==> config.mk <==
export PLATFORM = sky130hd
export DESIGN_NAME = bit_packer
export DESIGN_NICKNAME = d
export VERILOG_FILES = /design/src/rtl/bit_packer.sv
export SDC_FILE = /design/constraint.sdc
export NUM_CORES = 1
export LEC_CHECK = 0
export CAP_MARGIN = 20
export CORE_MARGIN = 3
export CORE_UTILIZATION = 45
export DETAILED_ROUTE_END_ITERATION = 8
export GPL_TIMING_DRIVEN = 0
export PLACE_DENSITY = 0.74
export SKIP_CTS_REPAIR_TIMING = 1
export SLEW_MARGIN = 10
export SYNTH_ARGS = -nofsm -noshare
export SYNTH_HDL_FRONTEND = slang
export SYNTH_SLANG_ARGS = --single-unit
==> constraint.sdc <==
create_clock -name CLOCK -period 1.9 [get_ports CLOCK]
set_input_delay 0.38 -clock CLOCK [delete_from_list [all_inputs] [get_ports CLOCK]]
set_output_delay 0.38 -clock CLOCK [all_outputs]
set_load 0.01 [all_outputs]
==> src/rtl/bit_packer.sv <==
// Bit-packing gearbox: joins IN_W-bit beats into one bit stream and emits OUT_W-bit words.
// A flush drains the buffered bits and tags the final, zero-padded word with OUT_LAST.
module bit_packer #(
  parameter int IN_W      = 10,
  parameter int OUT_W     = 32,
  parameter bit LSB_FIRST = 1'b0,
  parameter int FILL_W    = $clog2(OUT_W + IN_W)
) (
  input  logic              CLOCK,
  input  logic              RESET_N,
  input  logic [IN_W-1:0]   IN_DATA,
  input  logic              IN_VALID,
  output logic              IN_READY,
  input  logic              FLUSH,
  output logic [OUT_W-1:0]  OUT_DATA,
  output logic              OUT_VALID,
  output logic              OUT_LAST,
  input  logic              OUT_READY,
  output logic [FILL_W-1:0] FILL_LEVEL,
  output logic              FLUSH_BUSY
);

  localparam int ACC_W = OUT_W + IN_W - 1;
  localparam logic [FILL_W-1:0] OUT_W_F  = FILL_W'(OUT_W);
  localparam logic [FILL_W-1:0] IN_W_F   = FILL_W'(IN_W);
  localparam logic [FILL_W-1:0] MSB_BASE = FILL_W'(OUT_W - 1);

  logic [ACC_W-1:0]  acc_r;
  logic [FILL_W-1:0] fill_r;
  logic [OUT_W-1:0]  out_data_r;
  logic              out_valid_r;
  logic              out_last_r;
  logic              flush_busy_r;

  logic              out_free_s;
  logic              in_ready_s;
  logic              accept_s;
  logic              extract_s;
  logic [ACC_W-1:0]  in_ext_s;
  logic [ACC_W-1:0]  acc_nxt_s;
  logic [FILL_W-1:0] fill_nxt_s;
  logic [OUT_W-1:0]  word_s;
  logic              busy_nxt_s;
  logic              last_nxt_s;

  // Handshake qualifiers; IN_READY depends on registered state only.
  always_comb begin
    out_free_s = !out_valid_r || OUT_READY;
    in_ready_s = (fill_r < OUT_W_F) && !flush_busy_r;
    accept_s   = IN_VALID && in_ready_s;
    extract_s  = out_free_s &&
                 ((fill_r >= OUT_W_F) || (flush_busy_r && (fill_r != {FILL_W{1'b0}})));
  end

  // Accumulator keeps the oldest bit at the MSB (MSB mode) or LSB (LSB mode); unused bits stay zero,
  // so a partial remainder is already left/right-justified and zero-padded when extracted.
  always_comb begin
    in_ext_s   = ACC_W'(IN_DATA);
    acc_nxt_s  = acc_r;
    fill_nxt_s = fill_r;
    if (LSB_FIRST) begin
      word_s = acc_r[OUT_W-1:0];
    end else begin
      word_s = acc_r[ACC_W-1 -: OUT_W];
    end
    if (extract_s) begin
      if (LSB_FIRST) begin
        acc_nxt_s = acc_r >> OUT_W;
      end else begin
        acc_nxt_s = acc_r << OUT_W;
      end
      if (fill_r >= OUT_W_F) begin
        fill_nxt_s = fill_r - OUT_W_F;
      end else begin
        fill_nxt_s = {FILL_W{1'b0}};
      end
    end else if (accept_s) begin
      if (LSB_FIRST) begin
        acc_nxt_s = acc_r | (in_ext_s << fill_r);
      end else begin
        acc_nxt_s = acc_r | (in_ext_s << (MSB_BASE - fill_r));
      end
      fill_nxt_s = fill_r + IN_W_F;
    end else begin
      acc_nxt_s  = acc_r;
      fill_nxt_s = fill_r;
    end
  end

  // Flush bookkeeping: a new FLUSH is ignored while busy; busy ends when the buffer empties.
  always_comb begin
    last_nxt_s = flush_busy_r && (fill_nxt_s == {FILL_W{1'b0}});
    if (flush_busy_r) begin
      busy_nxt_s = (fill_nxt_s != {FILL_W{1'b0}});
    end else begin
      busy_nxt_s = FLUSH;
    end
  end

  // State and output registers.
  always_ff @(posedge CLOCK or negedge RESET_N) begin
    if (!RESET_N) begin
      acc_r        <= {ACC_W{1'b0}};
      fill_r       <= {FILL_W{1'b0}};
      out_data_r   <= {OUT_W{1'b0}};
      out_valid_r  <= 1'b0;
      out_last_r   <= 1'b0;
      flush_busy_r <= 1'b0;
    end else begin
      acc_r        <= acc_nxt_s;
      fill_r       <= fill_nxt_s;
      flush_busy_r <= busy_nxt_s;
      if (extract_s) begin
        out_data_r  <= word_s;
        out_valid_r <= 1'b1;
        out_last_r  <= last_nxt_s;
      end else if (OUT_READY) begin
        out_valid_r <= 1'b0;
        out_last_r  <= 1'b0;
      end
    end
  end

  assign IN_READY   = in_ready_s;
  assign OUT_DATA   = out_data_r;
  assign OUT_VALID  = out_valid_r;
  assign OUT_LAST   = out_last_r;
  assign FILL_LEVEL = fill_r;
  assign FLUSH_BUSY = flush_busy_r;

endmodule

==> out/qor.txt, run 1 <==
Status: complete, but fails checks
Failing checks: setup timing
Detail Placement HPWL: 6750 um
CTS Root Cell: clkbuf_8
Total Wirelength: 10,400 um
#FFs+latches synth: 82
Commonest register cell after synthesis: dfrtp_1
Required @ worst endpoint: 2140 ps
Pleak: 2.42 nW
Internal: 5.50 mW
Diode count: 0
Num ports: 57
Antenna Violating Nets Remaining: 0
Total GRT Usage: 20.1%
Post-DP Area: 0.00463 mm2
Max FO, Critical Path: 8
Avg Inst Size Synth: 11.9 um2
Die area: 0.00986 mm2
Comb power frac: 57.3%
Starting Density: 46.9%
Vias in the first global route: 3,001
Htree depth: 3
Post-synthesis sequential area ratio: 52.4%
Slew Limit Fails: 0
Tcrit/Tclk final: 106%
Final setup vio count: 59
Max Cap Viol: 0
Post-Syn Nets: 347
Reg area: 0.00205 mm2
Total gr overflow: 0
Setup crit end: OUT_DATA[15]
Slew at the pin with the worst max-slew slack: 633 ps
Core Region: 0.00834 mm2
Post-synthesis cell type count: 51
Post-synthesis mux area share: 19.2%
Cell area after synthesis: 0.00392 mm2
Worst Setup SP: FILL_LEVEL[5]
Clk_lat worst skew: 360 ps
Depth of the most critical reg-to-reg path: 6
Number of remaining DRC errors: 0
Maximum VDD drop: 0.603 mV
RSZ-0062 raised after global routing: yes
DRT iter0 DRCs: 184
Flop2flop setup slack: -110 ps
Final Hold Fails: 0
Fin Hold WS: 488 ps
Initial antenna violation count: 0
Critical path endpoint category: flop
Clock share of power: 13.0%
Pwr per Cell Area: 1640 mW/mm2
Largest net degree at the start of global routing: 56
Final setup margin: -111 ps
Critical R2R Capture: OUT_DATA[15]
# rows: 33
Critical path launch point type: flop
Setup TNS: -2990 ps
Compound-Gate Fraction of Synth Area: 12.7%
Share of cells above drive strength 1: 36.9%
Tmin final: 2010 ps
Sw Pwr: 3.39 mW
Main combinational cell family by area after synthesis: multiplexers
Adder-cell share of the synthesized area: 0.639%
Crit path arrival time: 2250 ps
CTS Buf Count: 9
Deepest clock path buffer count: 2
Routed vias/inst: 5.87
Skew final: 8.32 ps
YS warnings: 0
Die Ht: 99.3 um
Simple-Gate Fraction of Synth Area: 10.3%
Gpl congestion: 0.897
Wirelength per Cell: 19.6 um
Final core utilization: 64.8%
Max Clock Freq: 497 MHz
Sw Ratio: 38.1%
PortBufs: 56
Post-synth EDFFs: 0
Most common cell after layout, fill and taps aside: dfrtp_1
Async SR Flop Fraction: 100%
Layout area overhead: 38.1%
Nets: 441
Chip width: 99.3 um
Filler cell count: 640
Crit path kind: flop to flop
Synthesized netlist cell count: 330
Pre-CTS setup slack: -681 ps
Hold Path Class: input port to async pin
CTS tree: built
Slew headroom: 57.6%
Num Clock Sinks: 82
Drt pass-1 iters: 5
Finished Cell Area: 0.00541 mm2
Synth Area in XOR/XNOR: 0.224%
Reg-to-reg critical path startpoint: FILL_LEVEL[5]
Area of the multi-input gates: 0.00191 mm2
Vias: 3,128
Commonest non-fill, non-tap cells in the layout: dfrtp_1 (81), clkdlybuf4s50_1 (54), mux2_2 (31)
Clock-pin slew on the worst setup and hold paths: 80 ps
Sequential fraction of design power: 29.7%
Global-route wire length before repair: 15,500 um
==> sequential cells by signal, indices dropped and copies added, names as in the netlist <==
register    cells
acc_r          41
OUT_DATA       32
FILL_LEVEL      6
FLUSH_BUSY      1
OUT_LAST        1
OUT_VALID       1
==> power groups by stage <==
stage,Combinational (mW),Clock (mW),Sequential (mW)
floorplan,2.29,0,2.70
global placement,3.68,0,2.63
detailed placement,3.73,0,2.66
CTS,3.76,1.17,2.63
global route,5.42,1.25,2.71
finish,5.09,1.16,2.64
==> area by class of cell <==
type / count / area share [%]
well taps: 105 / 2.43
clock buffers: 11 / 2.80
flip-flops and latches: 82 / 38.0
multi-input cells: 219 / 35.4
plain buffers: 23 / 4.00
inverters: 5 / 0.417
repair buffers: 84 / 16.5
clock inverters: 4 / 0.509
==> through the flow <==
stage	std cells	total power [mW]
4_1_cts	507	7.55
6_report	533	8.89
3_5_place_dp	492	6.39
3_3_place_gp	491	6.31
5_1_grt	533	9.38
2_1_floorplan	330	4.98
==> synthesized netlist by cell type, types with 3 or more instances <==
cell       n  area, um2
a31oi_1    4       25.0
buf_4      7       52.6
nand2b_1   3       18.8
o21ai_0   21        105
nand2_1   44        165
mux2i_1   28        280
nor2_1     4       15.0
o211ai_1   4       30.0
buf_2      7       35.0
nand3b_1   3       22.5
o31ai_1    3       22.5
mux4_2     3       67.6
o221ai_1  20        175
inv_1      3       11.3
nor2b_1    3       18.8
nor3_1     4       20.0
dfrtp_1   82       2050
mux2_2    36        405
buf_6      3       33.8
clkbuf_1   4       15.0
a21oi_1    4       20.0
==> critical path, stage by stage, from the launching register on <==
cell,delay [ps]
dfrtp_1,390
buf_6,140
or3_4,400
o211ai_4,310
buf_4,190
clkbuf_16,140
mux2_2,320
==> layer usage <==
layer	up-vias	track usage, %	part of all wire (%)
met5	-	0	0
met4	0	5.57	1.3
met3	14	3.72	5.9
met2	133	30.9	49
met1	1564	29.3	44
li1	1417	-	-
==> how the worst min path moves through the flow <==
stage                         end  slack, ps  depth (start not counted)  startpoint
floorplan           FILL_LEVEL[0]         80                          0     RESET_N
global placement         acc_r[3]        460                          2    acc_r[3]
detailed placement   OUT_DATA[13]        330                          1     RESET_N
CTS                  OUT_DATA[21]        -50                          1     RESET_N
global route             acc_r[5]        510                          2    acc_r[5]
finish               OUT_DATA[21]        490                          2     RESET_N
==> kinds of logic after synthesis <==
kind of cell	count (synthesis)
xor gates and xnor gates	1
buffers and inverters	29
DFF	82
adders and majority gates	2
muxes	67
AOI/OAI and AO/OA	70
and+or+nand+nor	79
(Power assumes the default switching activity.)
==> run 2, diff against run 1 <==
--- a/config.mk
+++ b/config.mk
@@ -10,7 +10,9 @@
 export CORE_UTILIZATION = 45
 export DETAILED_ROUTE_END_ITERATION = 8
 export GPL_TIMING_DRIVEN = 0
-export PLACE_DENSITY = 0.74
+export HOLD_SLACK_MARGIN = 0.12
+export PLACE_DENSITY = 0.71
+export REMOVE_ABC_BUFFERS = 1
 export SKIP_CTS_REPAIR_TIMING = 1
 export SLEW_MARGIN = 10
 export SYNTH_ARGS = -nofsm -noshare
==> constraint.sdc (replaced) <==
create_clock -name CLOCK -period 2.2 [get_ports CLOCK]
set_input_delay 0.44 -clock CLOCK [delete_from_list [all_inputs] [get_ports CLOCK]]
set_output_delay 0.44 -clock CLOCK [all_outputs]
set_load 0.01 [all_outputs]
==> out/qor.txt, run 2 (synthesis results as in run 1) <==
Status: completed
Setup TNS: 0 ps (+2990 ps)
Clk_lat worst skew: 360 ps (about the same)
Filler cell count: 692 (+8.1%)
Total GRT Usage: 18.4% (-1.7 points)
Gpl congestion: 0.854 (-4.7%)
Vias: 2,813 (-10%)
Starting Density: 46.9% (unchanged)
Fin Hold WS: 486 ps (-2.64 ps)
Htree depth: 3 (unchanged)
Tcrit/Tclk final: 97.3%
Critical path launch point type: flop
Hold path endpoint: acc_r[7]
Diode count: 0 (unchanged)
Deepest clock path buffer count: 2 (unchanged)
Flop2flop setup slack: 140 ps (+250 ps)
Max Clock Freq: 467 MHz
Largest register FFs: 41 (unchanged)
CTS Buf Count: 9 (unchanged)
PortBufs: 56 (unchanged)
Share of cells above drive strength 1: 21.6% (-15 points)
Finished Cell Area: 0.00483 mm2 (-11%)
# rows: 33 (unchanged)
Commonest non-fill, non-tap cells in the layout: dfrtp_1 (76), clkdlybuf4s50_1 (55), nand2_1 (43)
Placed insts: 470 (-4.5%)
Detail Placement HPWL: 5820 um (-14%)
Max Cap Viol: 0 (unchanged)
CTS Root Cell: clkbuf_8
Antenna Violating Nets Remaining: 0 (unchanged)
Maximum VDD drop: 0.811 mV (+34%)
CTS tree: built
Skew final: 9.20 ps (+0.883 ps)
Required @ worst endpoint: 1760 ps (-380 ps)
Wirelength per Cell: 17.5 um (-10%)
Reg-to-reg critical path startpoint: FILL_LEVEL[0]
Final setup vio count: 0 (-100%)
Depth of the most critical reg-to-reg path: 5 (-1)
Slew Limit Fails: 0 (unchanged)
Critical R2R Capture: OUT_DATA[10]
Drt pass-1 iters: 4 (-1)
Pwr per Cell Area: 1350 mW/mm2 (-18%)
Nets: 405 (-8.2%)
Total power: 6.51 mW (-27%)
Most common cell after layout, fill and taps aside: dfrtp_1
Post-DP Area: 0.00451 mm2 (-2.5%)
Initial antenna violation count: 0 (unchanged)
Largest net degree at the start of global routing: 44 (-21%)
Largest reg by FF count: acc_r
Final setup margin: 60.5 ps (+171 ps)
Max FO, Critical Path: 6 (-2)
Cell count of the worst hold path: 2
Global-route wire length before repair: 14,500 um (-6.8%)
Core Region: 0.00834 mm2 (unchanged)
Final core utilization: 58.0% (-6.9 points)
Layout area overhead: 23.5%
Total gr overflow: 0 (unchanged)
Slew headroom: 56.3% (-1.4 points)
Vias in the first global route: 2,761 (-8.0%)
Fin cells: 498 (-6.6%)
Final Hold Fails: 0 (unchanged)
Critical path endpoint category: output pin
Die area: 0.00986 mm2 (unchanged)
Pre-CTS setup slack: -558 ps (+123 ps)
Slew at the pin with the worst max-slew slack: 654 ps (+21.3 ps)
Pleak: 2.15 nW (-11%)
Crit path kind: flop to output pin
Total Wirelength: 8720 um (-16%)
Num Clock Sinks: 82 (unchanged)
Crit path arrival time: 1700 ps (-550 ps)
Number of remaining DRC errors: 0 (unchanged)
Clock-pin slew on the worst setup and hold paths: 90 ps (about the same)
Die Ht: 99.3 um (unchanged)
Num ports: 57 (unchanged)
DRT iter0 DRCs: 147 (-20%)
Hold path startpoint: acc_r[7]
Chip width: 99.3 um (unchanged)
Hold Path Class: flop to flop
Tmin final: 2140 ps
Routed vias/inst: 5.65 (-3.7%)
[run 2: changes by cell type in the layout (fill, tap and decap cells not counted), sizes merged]
cell           delta
clkdlybuf4s50     +1
clkinv            +4
clkinvlp          -2
buf              -27
clkbuf           -12
inv               +1
[run 2: cell type report]
type / instances / area [um2] / area share (%)
sequential: 82 / 2060 / 42.7
clock inverter: 7 / 55.1 / 1.14
inverter: 5 / 18.8 / 0.388
clock buffer: 9 / 124 / 2.56
timing repair buffer: 71 / 743 / 15.4
tap: 105 / 131 / 2.72
multi-input combinational: 219 / 1700 / 35.2
[run 2: worst max-delay path by stage]
stage / from / to / slack [ps] / cells after the start
detailed placement: FILL_LEVEL[1] / OUT_DATA[2] / -560 / 4
global route: FILL_LEVEL[5] / IN_READY / -4 / 3
floorplan: FILL_LEVEL[1] / FLUSH_BUSY / -1510 / 4
finish: FILL_LEVEL[5] / IN_READY / 60 / 3
global placement: FILL_LEVEL[1] / FLUSH_BUSY / -2600 / 4
CTS: FILL_LEVEL[1] / acc_r[32] / -570 / 5
[run 2: critical path: stages, from the launching register on]
cell             delay [ps]
dfrtp_2                 450
or2_4                   290
inv_1                    70
clkdlybuf4s50_1         530
[run 2: power by group]
group          leakage, nW  switching, mW  internal [mW]
registers             1.10          0.394           1.98
clock network       0.0858          0.576          0.417
logic                0.970           1.48           1.67
[run 2: per-layer routing]
layer | vias up | global-route usage, % | share of wire, %
met5 | - | 0 | 0
met3 | 7 | 4.35 | 4.3
met1 | 1399 | 26.9 | 47
met4 | 0 | 5.57 | 0.89
met2 | 72 | 27.2 | 48
li1 | 1335 | - | -
==> run 3, diff against run 2 <==
==> constraint.sdc (replaced) <==
create_clock -name CLOCK -period 2.2 [get_ports CLOCK]
set_input_delay 0.22 -clock CLOCK [delete_from_list [all_inputs] [get_ports CLOCK]]
set_output_delay 0.22 -clock CLOCK [all_outputs]
set_load 0.01 [all_outputs]
==> out/qor.txt, run 3 (synthesis results as in run 1) <==
Initial antenna violation count: 0 (unchanged)
DRT iter0 DRCs: 109 (-26%)
Tmin final: 2070 ps (-64.9 ps)
RSZ-0062 raised after global routing: no
Crit path kind: flop to output pin
Critical path endpoint category: output pin
Most common cell after layout, fill and taps aside: dfrtp_1
Slew at the pin with the worst max-slew slack: 649 ps (-5.36 ps)
Vias in the first global route: 2,761 (unchanged)
Setup TNS: 0 ps (unchanged)
CTS Buf Count: 9 (unchanged)
Routed vias/inst: 5.69 (+0.68%)
Hold Path Class: input port to async pin
Htree depth: 3 (unchanged)
Crit-path slowest cell: clkdlybuf4s50_1
Worst-path cell chain: or2_2, inv_1, clkdlybuf4s50_1
Die area: 0.00986 mm2 (unchanged)
Critical R2R Capture: OUT_DATA[10]
Die Ht: 99.3 um (unchanged)
CTS tree: built
Largest register FFs: 41 (unchanged)
Global-route wire length before repair: 14,500 um (unchanged)
Detail Placement HPWL: 5820 um (unchanged)
Largest net degree at the start of global routing: 44 (unchanged)
Max Cap Viol: 0 (unchanged)
Sw Pwr: 2.43 mW (-0.54%)
Slew Limit Fails: 0 (unchanged)
Sw Ratio: 37.7% (+0.063 points)
Tcrit/Tclk final: 94.3% (-2.9 points)
Pwr per Cell Area: 1340 mW/mm2 (-0.16%)
Max Clock Freq: 482 MHz (+3.1%)
Comb power frac: 47.8% (-0.5 points)
Status: completed
CTS Root Cell: clkbuf_8
Slew headroom: 56.6% (+0.36 points)
Final core utilization: 57.6% (-0.31 points)
Setup crit end: IN_READY
Sequential fraction of design power: 36.9% (+0.5 points)
Antenna Violating Nets Remaining: 0 (unchanged)
Total gr overflow: 0 (unchanged)
Commonest non-fill, non-tap cells in the layout: dfrtp_1 (77), clkdlybuf4s50_1 (55), nand2_1 (43)
Total Wirelength: 8660 um (-0.64%)
Pleak: 2.14 nW (-0.71%)
Flop2flop setup slack: 140 ps (about the same)
CP peak stage delay: 530 ps (about the same)
Max FO, Critical Path: 11 (+5)
Largest reg by FF count: acc_r
Internal: 4.03 mW (-0.80%)
Depth of the most critical reg-to-reg path: 5 (unchanged)
Top Family by Delay on Critical Path: buffers and inverters
Required @ worst endpoint: 1980 ps (+220 ps)
Num Clock Sinks: 82 (unchanged)
Crit path arrival time: 1850 ps (+150 ps)
Reg-to-reg critical path startpoint: FILL_LEVEL[0]
Core Region: 0.00834 mm2 (unchanged)
Share of cells above drive strength 1: 20.8% (-0.86 points)
Starting Density: 46.9% (unchanged)
# rows: 33 (unchanged)
Final setup vio count: 0 (unchanged)
Total GRT Usage: 18.4% (unchanged)
Wirelength per Cell: 17.5 um (about the same)
Chip width: 99.3 um (unchanged)
Vias: 2,815 (+0.071%)
Num ports: 57 (unchanged)
Drt pass-1 iters: 4 (unchanged)
Clock share of power: 15.3% (about the same)
Deepest clock path buffer count: 2 (unchanged)
Finished Cell Area: 0.00481 mm2 (-0.54%)
Maximum VDD drop: 0.835 mV (+3.0%)
Final Hold Fails: 0 (unchanged)
Number of remaining DRC errors: 0 (unchanged)
Gpl congestion: 0.854 (unchanged)
Worst Setup SP: FILL_LEVEL[5]
Worst path depth: 3 (unchanged)
Crit path buf inv count: 2 (unchanged)
Layout area overhead: 22.8%
Diode count: 0 (unchanged)
Post-DP Area: 0.00451 mm2 (unchanged)
Critical path launch point type: flop
Skew final: 8.16 ps (-1.04 ps)
PortBufs: 56 (unchanged)
Clk_lat worst skew: 360 ps (about the same)
Clock-pin slew on the worst setup and hold paths: 90 ps (about the same)
Nets: 402 (-0.74%)
[run 3: layer usage]
layer / wire length (um) / vias to the layer above / global-route usage [%]
met5: 0 / - / 0
met4: 91 / 0 / 5.57
met3: 375 / 8 / 4.35
met2: 4140 / 68 / 27.2
met1: 4060 / 1415 / 26.9
li1: - / 1324 / -
[run 3: worst min path at each step]
stage          startpoint       endpoint  slack, ps
3_5_place_dp      RESET_N   OUT_DATA[17]        230
5_1_grt           RESET_N      acc_r[26]        390
6_report          RESET_N   OUT_DATA[17]        380
3_3_place_gp     acc_r[7]       acc_r[7]        460
2_1_floorplan     RESET_N  FILL_LEVEL[0]        -80
4_1_cts           RESET_N   OUT_DATA[17]       -160
[run 3: stage by stage]
step,std cells,worst slack (ps),hold slack [ps],power (mW)
after floorplan,306,-1510,-75.6,4.11
after global placement,467,-2600,461,5.07
after detailed placement,470,-558,234,5.27
after CTS,486,-574,-158,6.29
after global routing,495,1.80,393,6.92
final,495,125,375,6.46
[run 3: power groups by stage]
stage | Sequential, mW | Clock, mW | Combinational (mW)
4_1_cts | 2.42 | 1.02 | 2.84
5_1_grt | 2.46 | 1.10 | 3.36
6_report | 2.39 | 0.990 | 3.09
2_1_floorplan | 2.45 | 0 | 1.65
3_5_place_dp | 2.45 | 0 | 2.82
3_3_place_gp | 2.42 | 0 | 2.65
[run 3: cell type report]
cell class,instances,area [um2]
Fill cell,694,3530
Sequential cell,82,2060
Multi-Input combinational cell,219,1700
Timing Repair Buffer,68,721
Tap cell,105,131
Clock buffer,9,124
Clock inverter,7,55.1
Inverter,5,18.8
